File: src/rtl/audio_key_scheduler_if.sv
// audio_key_scheduler_if
//  Groups the key inputs and audio/status outputs of the front-panel tone scheduler.
//  master: drives btn/enable and observes the outputs (board glue or testbench).
//  slave : the scheduler itself.
//  btn       8  raw keys, active low, asynchronous to clk
//  enable    1  1 = tones allowed
//  pwmout    1  square-wave audio output
//  led       6  debounced pressed state of keys 5..0, active high
//  key_valid 1  high while a tone is playing
//  key_idx   3  index of the key currently sounding
interface audio_key_scheduler_if;
  logic [7:0] btn;
  logic       enable;
  logic       pwmout;
  logic [5:0] led;
  logic       key_valid;
  logic [2:0] key_idx;

  modport master (
    output btn, enable,
    input  pwmout, led, key_valid, key_idx
  );

  modport slave (
    input  btn, enable,
    output pwmout, led, key_valid, key_idx
  );
endinterface

File: src/rtl/audio_key_scheduler.sv
// audio_key_scheduler
//  Arbitrates eight front-panel keys for one square-wave audio output.
//  Each key is synchronised and debounced; the highest pressed index wins.
//  The tone generator only changes pitch or stops on half-period edges, so
//  every pwmout pulse is a whole half-period of the key that owned it.
// Ports
//  clk    system clock
//  rst_n  asynchronous reset, active low
//  bus    audio_key_scheduler_if.slave (btn, enable in; pwmout, led, key_valid, key_idx out)
// Parameters
//  BASE_LOG2        key k half-period = 2**(BASE_LOG2+k) clk
//  DEBOUNCE_CYCLES  stable synced samples needed to accept a key change (>=1)
module audio_key_scheduler #(
  parameter int BASE_LOG2       = 9,
  parameter int DEBOUNCE_CYCLES = 4096
) (
  input  logic                  clk,
  input  logic                  rst_n,
  audio_key_scheduler_if.slave  bus
);

  localparam int CNT_W = BASE_LOG2 + 8;
  localparam int DB_W  = $clog2(DEBOUNCE_CYCLES + 1);
  localparam logic [DB_W-1:0] DB_MAX = DB_W'(DEBOUNCE_CYCLES);

  typedef enum logic {IDLE, PLAY} state_t;

  logic [7:0]      sync1, sync2;
  logic [7:0]      deb, deb_next;
  logic [DB_W-1:0] db_cnt      [8];
  logic [DB_W-1:0] db_cnt_next [8];
  logic [5:0]      led_q;

  logic [7:0]      pressed;
  logic            win_valid;
  logic [2:0]      win_idx;

  state_t          state;
  logic [CNT_W-1:0] cnt;
  logic [CNT_W-1:0] half_m1;
  logic            half_edge;
  logic            pwm_q;
  logic            kv_q;
  logic [2:0]      idx_q;

  // The counter only advances while the synced level disagrees with the
  // accepted level. The flip happens on the sample after the count reaches
  // DEBOUNCE_CYCLES, giving a press-to-debounced latency of 2 + DEBOUNCE_CYCLES.
  always_comb begin
    deb_next = deb;
    for (int k = 0; k < 8; k++) begin
      db_cnt_next[k] = '0;
      if (sync2[k] != deb[k]) begin
        if (db_cnt[k] == DB_MAX) begin
          deb_next[k] = ~deb[k];
        end else begin
          db_cnt_next[k] = db_cnt[k] + 1'b1;
        end
      end
    end
  end

  // Synchronisers and debounced state reset to "released" (keys are active low).
  always_ff @(posedge clk or negedge rst_n) begin
    if (!rst_n) begin
      sync1 <= '1;
      sync2 <= '1;
      deb   <= '1;
      led_q <= '0;
      for (int k = 0; k < 8; k++) begin
        db_cnt[k] <= '0;
      end
    end else begin
      sync1  <= bus.btn;
      sync2  <= sync1;
      deb    <= deb_next;
      led_q  <= ~deb_next[5:0];
      db_cnt <= db_cnt_next;
    end
  end

  assign pressed   = ~deb;
  assign win_valid = (|pressed) & bus.enable;

  // Ascending scan, so the highest pressed index overwrites lower ones.
  always_comb begin
    win_idx = 3'd0;
    for (int k = 0; k < 8; k++) begin
      if (pressed[k]) begin
        win_idx = 3'(k);
      end
    end
  end

  assign half_m1   = (CNT_W'(1) << (BASE_LOG2 + int'(idx_q))) - CNT_W'(1);
  assign half_edge = (cnt == half_m1);

  // Pitch, stop and start decisions are only taken on IDLE entry or on a
  // half-period edge; between edges the tone runs on untouched.
  always_ff @(posedge clk or negedge rst_n) begin
    if (!rst_n) begin
      state <= IDLE;
      cnt   <= '0;
      pwm_q <= 1'b0;
      kv_q  <= 1'b0;
      idx_q <= 3'd0;
    end else begin
      case (state)
        IDLE: begin
          cnt   <= '0;
          pwm_q <= 1'b0;
          kv_q  <= 1'b0;
          if (win_valid) begin
            state <= PLAY;
            idx_q <= win_idx;
            pwm_q <= 1'b1;
            kv_q  <= 1'b1;
          end
        end
        PLAY: begin
          if (!half_edge) begin
            cnt <= cnt + 1'b1;
          end else begin
            cnt <= '0;
            if (!win_valid) begin
              state <= IDLE;
              pwm_q <= 1'b0;
              kv_q  <= 1'b0;
            end else begin
              pwm_q <= ~pwm_q;
              idx_q <= win_idx;
            end
          end
        end
        default: begin
          state <= IDLE;
          cnt   <= '0;
          pwm_q <= 1'b0;
          kv_q  <= 1'b0;
        end
      endcase
    end
  end

  assign bus.pwmout    = pwm_q;
  assign bus.led       = led_q;
  assign bus.key_valid = kv_q;
  assign bus.key_idx   = idx_q;

endmodule

File: src/flat_wrapper.sv
// flat-port wrapper written by rule: the top's interface ports become plain ports
module audio_key_scheduler_flat 
#(
  parameter int BASE_LOG2       = 9,
  parameter int DEBOUNCE_CYCLES = 4096
)
  (clk, rst_n, bus_btn, bus_enable, bus_pwmout, bus_led, bus_key_valid, bus_key_idx);
  audio_key_scheduler_if bus_i ();
  input  logic clk;
  input  logic rst_n;
  input wire logic [$bits(bus_i.btn)-1:0] bus_btn;
  input wire logic [$bits(bus_i.enable)-1:0] bus_enable;
  output wire logic [$bits(bus_i.pwmout)-1:0] bus_pwmout;
  output wire logic [$bits(bus_i.led)-1:0] bus_led;
  output wire logic [$bits(bus_i.key_valid)-1:0] bus_key_valid;
  output wire logic [$bits(bus_i.key_idx)-1:0] bus_key_idx;
  assign bus_i.btn = bus_btn;
  assign bus_i.enable = bus_enable;
  assign bus_pwmout = bus_i.pwmout;
  assign bus_led = bus_i.led;
  assign bus_key_valid = bus_i.key_valid;
  assign bus_key_idx = bus_i.key_idx;
  audio_key_scheduler #(.BASE_LOG2(BASE_LOG2), .DEBOUNCE_CYCLES(DEBOUNCE_CYCLES)) u_core (.clk(clk), .rst_n(rst_n), .bus(bus_i));
endmodule
File: config.mk
export PLATFORM = sky130hd
export DESIGN_NAME = audio_key_scheduler_flat
export DESIGN_NICKNAME = d
export VERILOG_FILES = /design/src/rtl/audio_key_scheduler_if.sv /design/src/rtl/audio_key_scheduler.sv /design/src/flat_wrapper.sv
export SDC_FILE = /design/constraint.sdc
export NUM_CORES = 1
export LEC_CHECK = 0
export ABC_AREA = 1
export BUFFER_PORTS_ARGS = -buffer_cell sky130_fd_sc_hd__buf_2
export CELL_PAD_IN_SITES_DETAIL_PLACEMENT = 1
export CELL_PAD_IN_SITES_GLOBAL_PLACEMENT = 2
export CORE_AREA = 10 10 160 162
export CTS_CLUSTER_DIAMETER = 150
export DETAILED_ROUTE_END_ITERATION = 10
export DIE_AREA = 0 0 170 172
export PLACE_DENSITY = 0.79
export SETUP_SLACK_MARGIN = 0.05
export SYNTH_ARGS = -nofsm -noshare
export SYNTH_HDL_FRONTEND = slang
export SYNTH_SLANG_ARGS = --single-unit
File: constraint.sdc
create_clock -name clk -period 3 [get_ports clk]
set_input_delay 0.45 -clock clk [delete_from_list [all_inputs] [get_ports clk]]
set_output_delay 0.45 -clock clk [all_outputs]
set_load 0.03 [all_outputs]
[Word-level counts from Yosys, hierarchy flattened]
Index checks and enable logic that the tools add are counted.
Word-level totals
  register bits: 157
  input port bits: 11
  word-level logic and storage cells: 116
Operators by class
  add/sub/neg operators: 11
  eq/ne operators: 19
  shifts and indexed selects: 1
  mux-type cells: 49
  bitwise gates (word level): 13
  reduce and logical (&&, ||, !) cells: 4
Operator list (number)
  $mux W13: 16
  $add A13 B1 Y13 const B: 8
  $eq A13 B13 Y1 const B: 8
  $pmux W17 S2: 1
  $shl A1 B32 Y17 const A: 1
  $mux W1: 19
  $mux W3: 6
  $add A17 B1 Y17 const B: 1
  $eq A17 B17 Y1: 1
  $mux W17: 1
  $sub A17 B2 Y17 const B: 1
  $not A1 Y1: 10
  $ne A1 B1 Y1: 8
  $not A8 Y8: 1
  $reduce_or A8 Y1: 1
  $not A6 Y6: 1
  $pmux W1 S2: 3
  $pmux W3 S2: 1
  $reduce_and A2 Y1: 3
  $add A4 B3 Y5 const A: 1
  $mux W2: 2
  $ne A2 B2 Y1 const B: 2
  $and A1 B1 Y1: 1

[Logic depth before layout (Yosys ltp)]
Gate-level depths: netlist (run 1).
  word-level depth: 11
  gate-level depth with buffers: 16
  mapped depth without buffers: 16

[Worst setup path before layout (run 1)]
No wires, ideal clock.
  path type: register to register
  start point: register u_core.idx_q[1], in the netlist u_core.bus.key_idx[1]
  end point: register u_core.state
  setup time: 119 ps
  data arrival time: 1980 ps
  data required time: 2881 ps
  slack: 901 ps
  stages on the path, launching flop included: 15
  path buffers: 1
  period minus slack after synthesis: 2099 ps
  cell sequence: dfrtp_1 > nand2_1 > inv_2 > ha_1 > nor2_1 > nand2_1 > nand2_1 > nand2_1 > nand2_1 > nand2_1 > nor2_1 > nand3_2 > nand2_2 > buf_4 > nand2_1
On the way
  longest elaborated chain between the ends: 6
RTL lines
  from (decl): RTL line audio_key_scheduler.sv:44  | logic [2:0] idx_q;
  from (signal assigned): RTL line audio_key_scheduler.sv:115  | idx_q <= win_idx;
  from (signal assigned): RTL line audio_key_scheduler.sv:131  | idx_q <= win_idx;
  $add A4 B3 Y5: RTL line audio_key_scheduler.sv:95  | assign half_m1 = (CNT_W'(1) << (BASE_LOG2 + int'(idx_q))) - CNT_W'(1);
  $shl A1 B32 Y17: RTL line audio_key_scheduler.sv:95
  $sub A17 B2 Y17: RTL line audio_key_scheduler.sv:95
  $eq A17 B17 Y1: RTL line audio_key_scheduler.sv:96  | assign half_edge = (cnt == half_m1);
  $mux W1: RTL line audio_key_scheduler.sv:121  | if (!half_edge) begin
  $pmux W1 S2: RTL line audio_key_scheduler.sv:108  | case (state)
  to (signal assigned): RTL line audio_key_scheduler.sv:102  | state <= IDLE;
  to (signal assigned): RTL line audio_key_scheduler.sv:114  | state <= PLAY;
  to (signal assigned): RTL line audio_key_scheduler.sv:126  | state <= IDLE;
  to (decl): RTL line audio_key_scheduler.sv:38  | state_t state;
No other way between the ends.
A chain may end at the register's enable or synchronous reset.

[Worst setup path after layout (run 1)]
  start point: register u_core.idx_q[1], in the netlist u_core.bus.key_idx[1]
  end point: register u_core.kv_q, in the netlist u_core.bus.key_valid
On the way
  longest elaborated chain between the ends: 6
RTL lines
  $add A4 B3 Y5: RTL line audio_key_scheduler.sv:95
  $shl A1 B32 Y17: RTL line audio_key_scheduler.sv:95
  $sub A17 B2 Y17: RTL line audio_key_scheduler.sv:95
  $eq A17 B17 Y1: RTL line audio_key_scheduler.sv:96
  $ne A2 B2 Y1 (no source line)
  $reduce_and A2 Y1 (no source line)
  to (signal assigned): RTL line audio_key_scheduler.sv:105  | kv_q <= 1'b0;
  to (signal assigned): RTL line audio_key_scheduler.sv:112  | kv_q <= 1'b0;
  to (signal assigned): RTL line audio_key_scheduler.sv:117  | kv_q <= 1'b1;
  to (decl): RTL line audio_key_scheduler.sv:43  | logic kv_q;
No other way between the ends.

==> results of run 1 <==
## worst max-delay path: stages, from the launching register on
cell and delay (ns):
dfrtp_1 0.45, nand2_1 0.13, inv_2 0.06, ha_1 0.32
inv_2 0.06, nor2_2 0.16, nand2_1 0.08, nand2_1 0.09
nand2_1 0.05, nand2_1 0.05, nand2_1 0.06, nor2_2 0.11
nand3_2 0.10, nand2_2 0.26, buf_4 0.21, a21oi_1 0.07
## sequential cells by signal, indices dropped and copies added (netlist names)
| signal | count |
|---|---|
| u_core.cnt | 17 |
| u_core.state | 1 |
| u_core.deb | 8 |
| u_core.bus.pwmout | 1 |
| u_core.db_cnt | 104 |
| u_core.bus.key_valid | 1 |
| u_core.bus.key_idx | 3 |
| u_core.sync2 | 8 |
| u_core.sync1 | 8 |
| u_core.bus.led | 6 |
## power breakdown
part / switching, mW / internal (mW)
registers: 0.0258 / 2.16
clock network: 0.888 / 1.68
logic: 0.122 / 0.0518
total: 1.04 / 3.89
## final cells by class
class	count	area (um2)	share of cell area [%]
flip-flops and latches	157	3960	44.5
multi-input cells	566	3120	35.1
inverters	158	593	6.67
clock inverters	13	260	2.93
well taps	285	357	4.01
clock buffers	19	443	4.98
repair buffers	26	161	1.81
## worst min path at each step
stage | depth (start not counted) | from | to
after floorplan | 0 | rst_n | u_core.bus.key_idx[0]$_DFFE_PN0P_
after global placement | 0 | u_core.sync1[0]$_DFF_PN1_ | u_core.sync2[0]$_DFF_PN1_
after detailed placement | 0 | u_core.sync1[5]$_DFF_PN1_ | u_core.sync2[5]$_DFF_PN1_
after CTS | 1 | rst_n | u_core.db_cnt[30]$_DFF_PN0_
after global routing | 1 | rst_n | u_core.db_cnt[30]$_DFF_PN0_
final | 1 | rst_n | u_core.db_cnt[30]$_DFF_PN0_
## synthesized netlist by cell type
master    number
nor2_4         2
inv_2          3
nand2_1      121
o21bai_1       1
a31oi_1        1
xnor2_1       10
buf_2          1
nor2_2         6
nand4_1       24
ha_1          18
nand2_2        2
nor3_1        32
a31o_2         1
a211oi_1       2
nor2_8         1
inv_1        153
nor4_1         4
buf_4          1
and2_1         1
clkbuf_1       2
clkinv_1       2
dfrtp_1      133
or2_2          3
nand2_4        1
nor3b_1       23
o21a_1        10
xor2_1        39
a21oi_1       31
o21ai_0       26
nand3b_1       1
nor3_2        13
buf_6          1
o21ai_1        3
nand3_1       59
dfstp_2       24
mux2_2         1
nand3_2        3
nor2_1       124
or2_1          2
nor3b_2        1
## cell families after synthesis
logic type,Yosys count
AND/OR/NAND/NOR,423
buffers and inverters,163
flip-flops,157
AO/OA/AOI/OAI,75
XOR/XNOR,49
adder cells (fa/ha/maj),18
multiplexers,1
## per-layer routing
metal | vias up | wire length (um)
li1 | 2881 | -
met1 | 2790 | 7850
met2 | 37 | 8350
met3 | 15 | 318
met4 | 0 | 219
met5 | - | 0
## per-stage QoR
stage / power (mW) / cell area [um2] / std cells / setup WS, ns
2_1_floorplan: 2.31 / 7710 / 886 / 0.901
3_3_place_gp: 2.40 / 8190 / 1192 / 0.608
5_1_grt: 5.14 / 8900 / 1224 / 0.352
3_5_place_dp: 2.41 / 8190 / 1192 / 0.591
6_report: 4.93 / 8900 / 1224 / 0.609
4_1_cts: 5.02 / 8900 / 1224 / 0.559
==> flow_metrics.tcl, run 1 <==
set metrics [dict create \
    post_synth_xor_area_fraction_pct 5.57 \
    worstSetupStartpointType "flop" \
    fp.coreArea_um2 22400 \
    clk-insertion-delay-late_ns 0.42 \
    avgSynthCellArea_um2 8.70 \
    maxCapViolations 0 \
    power_per_cell_area_nw_per_um2 554 \
    grt_pass1_wl_um 29300 \
    clock_pin_slew_on_the_worst_setup_and_hold_paths_ns 0.06 \
    worstReg2RegStart "u_core.bus.key_idx[1]$_DFFE_PN0P_" \
    share_of_cells_above_drive_strength_1_pct 12.6 \
    status "finished clean" \
    gpl.final_weighted_congestion 0.811 \
    synthTopCellsByArea "dfrtp_1 (43%), dfstp_2 (8.2%), inv_1 (7.5%)" \
    layout_common_cells "inv_1 (153), dfrtp_1 (133), nor2_1 (124)" \
    path_max_fanout 15 \
    floorplan.initialDensity_pct 34.5 \
    fin_skew_ns 0.0107 \
    dr_total_vias 5723 \
    ys_warn_count 0 \
    most_crowded_layer_after_global_routing "met2" \
    yosys.area.top_type "dfrtp_1" \
    syn-cell-area_um2 7710 \
    power.ir.vdd_worst_uv 261 \
    route.detailed.drc 0 \
    setup.worst_path.start "u_core.bus.key_idx[1]$_DFFE_PN0P_" \
    post_synth_inst_count 886 \
    min_period_over_period_pct 79.7 \
    r2r.worst_path.cells 15 \
    static-leakage-power_nw 4.05 \
    largest_net_degree_at_the_start_of_global_routing 73 \
    rows 55 \
    globalRouteMet3Util_pct 2.26 \
    first_global_vias 6149 \
    post_synth_num_cell_types 40 \
    max_slew_margin_pct 54.0 \
    post_cts_buffers 0 \
    synth_top_family_by_area "simple AND/OR/NAND/NOR gates" \
    hpwl_um 12200 \
    cp_data_arrival_time_ns 2.69 \
    cp_data_required_time_ns 3.30 \
    final-max-slew-violation-count 0 \
    post_cts.resized_instances 0 \
    ys_ff_latch 157 \
    synth_largest_type_area_fraction_pct 43.2 \
    hold_violations 0 \
    cts_made_buffers 17 \
    placement.io_buffers 21 \
    timing.reg2reg.setup_slack_ns 0.61 \
    globalRouteOverflowTotal 0 \
    fillers 2615 \
    cts.htree.levels 4 \
    grt.total_usage_pct 12.2 \
    detail_route.iter0.violations 185 \
    setup.worst_path.class "reg -> reg" \
    met2_use_gr_pct 21.2 \
    overall_die_area_um2 29200 \
    route.final.wire_length_um 16700 \
    antenna_cells_inserted 0 \
    chipHeight_um 172 \
    hold-worst-slack_ns 0.0305 \
    finalSetupViolCount 0 \
    yosys.area_share.simple_pct 26.5 \
    grt_setup_unrepaired "false" \
    clockBufferDepth 2 \
    num_io_pins 22 \
    met1_usage_pct 14.9 \
    cts_tree "built" \
    synth_mux_area_share_pct 0.146 \
    achievable-frequency_mhz 418 \
    layout.cells.most_common "inv_1" \
    yosysSeqAreaShare_pct 51.4 \
    hp-class "in -> async" \
    ctsRootBufferMaster "clkbuf_16" \
    drt-vias-per-instance 4.68 \
    final_core_utilization_pct 39.8 \
    nNetsFinal 955 \
    period_needed_ns 2.39 \
    drtAntennaViolNets 0 \
    setup-tns-final_ns 0 \
    route.detailed.wl_per_inst_um 13.7 \
    post_cts_hold_buffer_count 0 \
    antenna_found_initial 0 \
    synth_nets 915 \
    drt_pass1_iterations 4 \
    tritoncts_num_sinks 157 \
    synth_compound_area_share_pct 5.36 \
    crit_path_capture_type "flop" \
    die_width_um 170 \
    endpoint "u_core.bus.key_valid$_DFFE_PN0P_" \
    syn_to_final_growth_pct 15.4 \
    max_slew.worst_pin.slew_ns 0.691 \
    synth_adder_area_share_pct 2.92 \
    rr_endpoint "u_core.bus.key_valid$_DFFE_PN0P_" \
]
(Power assumes the default switching activity.)
==> inputs of run 2 (changes only) <==
PLACE_DENSITY = 0.82   (was 0.79)
clock period = 2 ns   (was 3 ns; I/O delays follow)
==> flow_metrics.tcl, run 2 (synthesis results as in run 1) <==
set metrics [dict create \
    status "complete, but fails checks" \
    violations "setup timing" \
    max_slew.worst_pin.slew_ns 0.468 \
    drt_pass1_iterations 4 \
    path_max_fanout 17 \
    met1_usage_pct 14.9 \
    route.detailed.drc 0 \
    drt-vias-per-instance 4.71 \
    hp-class "in -> reg" \
    setup.worst_path.class "reg -> reg" \
    largest_regs "u_core.db_cnt: 104 flops, u_core.cnt: 17 flops" \
    globalRouteOverflowTotal 0 \
    hold_violations 0 \
    biggest_register "u_core.db_cnt" \
    cts.htree.levels 4 \
    dr_total_vias 5847 \
    worstReg2RegStart "u_core.bus.key_idx[1]$_DFFE_PN0P_" \
    maxCapViolations 0 \
    num_io_pins 22 \
    first_global_vias 6294 \
    ctsRootBufferMaster "clkbuf_16" \
    dpl.cell_count 1199 \
    largest_net_degree_at_the_start_of_global_routing 50 \
    postPlaceCellArea_um2 8290 \
    cp_data_arrival_time_ns 2.33 \
    period_needed_ns 2.02 \
    nNetsFinal 973 \
    most_crowded_layer_after_global_routing "met2" \
    layout_common_cells "inv_1 (153), dfrtp_1 (131), nor2_1 (119)" \
    detail_route.iter0.violations 215 \
    tritoncts_num_sinks 157 \
    route.detailed.wl_per_inst_um 13.7 \
    final-max-slew-violation-count 0 \
    setup_slack_ns -0.0221 \
    hpwl_um 12300 \
    finalSetupViolCount 12 \
    grt.total_usage_pct 12.5 \
    cp_data_required_time_ns 2.31 \
    cts_tree "built" \
    route.final.wire_length_um 17100 \
    holdCritStartpoint "bus_enable" \
    static-leakage-power_nw 4.15 \
    max_slew_margin_pct 68.8 \
    clk-insertion-delay-late_ns 0.43 \
    largest_register_ffs 104 \
    fp.coreArea_um2 22400 \
    final-instance-count-excl-fill 1242 \
    placement.io_buffers 21 \
    power_per_cell_area_nw_per_um2 796 \
    globalRouteMet3Util_pct 2.60 \
    layout.cells.most_common "inv_1" \
    die_width_um 170 \
    grt_setup_unrepaired "true" \
    floorplan.initialDensity_pct 34.5 \
    antenna_found_initial 0 \
    power.total_mw 7.27 \
    fin_skew_ns 0.0119 \
    clockBufferDepth 2 \
    syn_to_final_growth_pct 18.5 \
    hold-worst-slack_ns 0.182 \
    drtAntennaViolNets 0 \
    fillers 2626 \
    cts_made_buffers 17 \
    gpl.final_weighted_congestion 0.778 \
    overall_die_area_um2 29200 \
    power.ir.vdd_worst_uv 439 \
    setup-tns-final_ns -0.115 \
    chipHeight_um 172 \
    achievable-frequency_mhz 495 \
    crit_path_capture_type "flop" \
    share_of_cells_above_drive_strength_1_pct 15.4 \
    final_area_um2 9130 \
    worstSetupStartpointType "flop" \
    min_period_over_period_pct 101 \
    met2_use_gr_pct 21.7 \
    setup.worst_path.start "u_core.bus.key_idx[1]$_DFFE_PN0P_" \
    grt_pass1_wl_um 30000 \
    clock_pin_slew_on_the_worst_setup_and_hold_paths_ns 0.06 \
    antenna_cells_inserted 0 \
    rows 55 \
]
==> run 2: worst paths after layout <==
kind	endpoint	slack (ns)	cells past startpoint
setup / recovery	u_core.bus.key_valid$_DFFE_PN0P_	-0.02	15
hold / removal	u_core.state$_DFF_PN0_	0.18	3
setup reg to reg	u_core.bus.key_valid$_DFFE_PN0P_	-0.02	15
hold reg to reg	u_core.sync2[6]$_DFF_PN1_	0.35	0
max in group asynchronous	u_core.sync1[3]$_DFF_PN1_	0.96	3
min in group asynchronous	u_core.db_cnt[55]$_DFF_PN0_	0.38	2
==> run 2: routing by layer <==
layer	vias to the layer above	routed length (um)	part of all wire, %
li1	2927	-	-
met5	-	0	0
met3	18	316	1.9
met1	2874	7880	46
met4	0	323	1.9
met2	28	8540	50
==> run 2: power by group <==
group | internal, mW | leakage [nW] | switching [mW]
combinational | 0.0958 | 1.79 | 0.186
clock | 2.40 | 0.334 | 1.30
sequential | 3.25 | 2.02 | 0.0395
total | 5.74 | 4.15 | 1.53
==> run 2: final cells by class <==
class,instances,area (um2),area share [%]
clock buffer,20,457,5.00
clock inverter,12,214,2.34
inverter,158,596,6.52
multi-input combinational,566,3210,35.1
sequential,157,3960,43.4
tap,285,357,3.90
timing repair buffer,44,344,3.77
==> run 2: repair_timing <==
action / CTS / global route
setup endpoints to repair: 20 / 24
pin swaps: 0 / 2
hold buffers: 9 / 0
endpoints found under the hold margin: 40 / 0
resized for setup: 2 / 17
buffers inserted: 0 / 2
==> run 2: critical path, cell delays in order, from the launching register on <==
cell     delay, ns
dfrtp_2       0.42
nand2_2       0.09
inv_2         0.06
ha_4          0.30
inv_4         0.04
nor2_4        0.15
nand2_2       0.07
nand2_2       0.06
nand2_1       0.05
nand2_1       0.05
nand2_1       0.06
nor2_2        0.11
nand3_2       0.11
nand2_4       0.13
buf_12        0.15
a21oi_1       0.07
==> run 2: per-stage QoR <==
| stage | util, % | setup slack, ns |
|---|---|---|
| final | 40.8 | -0.0221 |
| after global routing | 40.8 | -0.147 |
| after CTS | 40.5 | 0.0199 |
| after detailed placement | 37.1 | -0.0287 |
| after global placement | 37.1 | 0.0105 |
| after floorplan | - | 0.0653 |
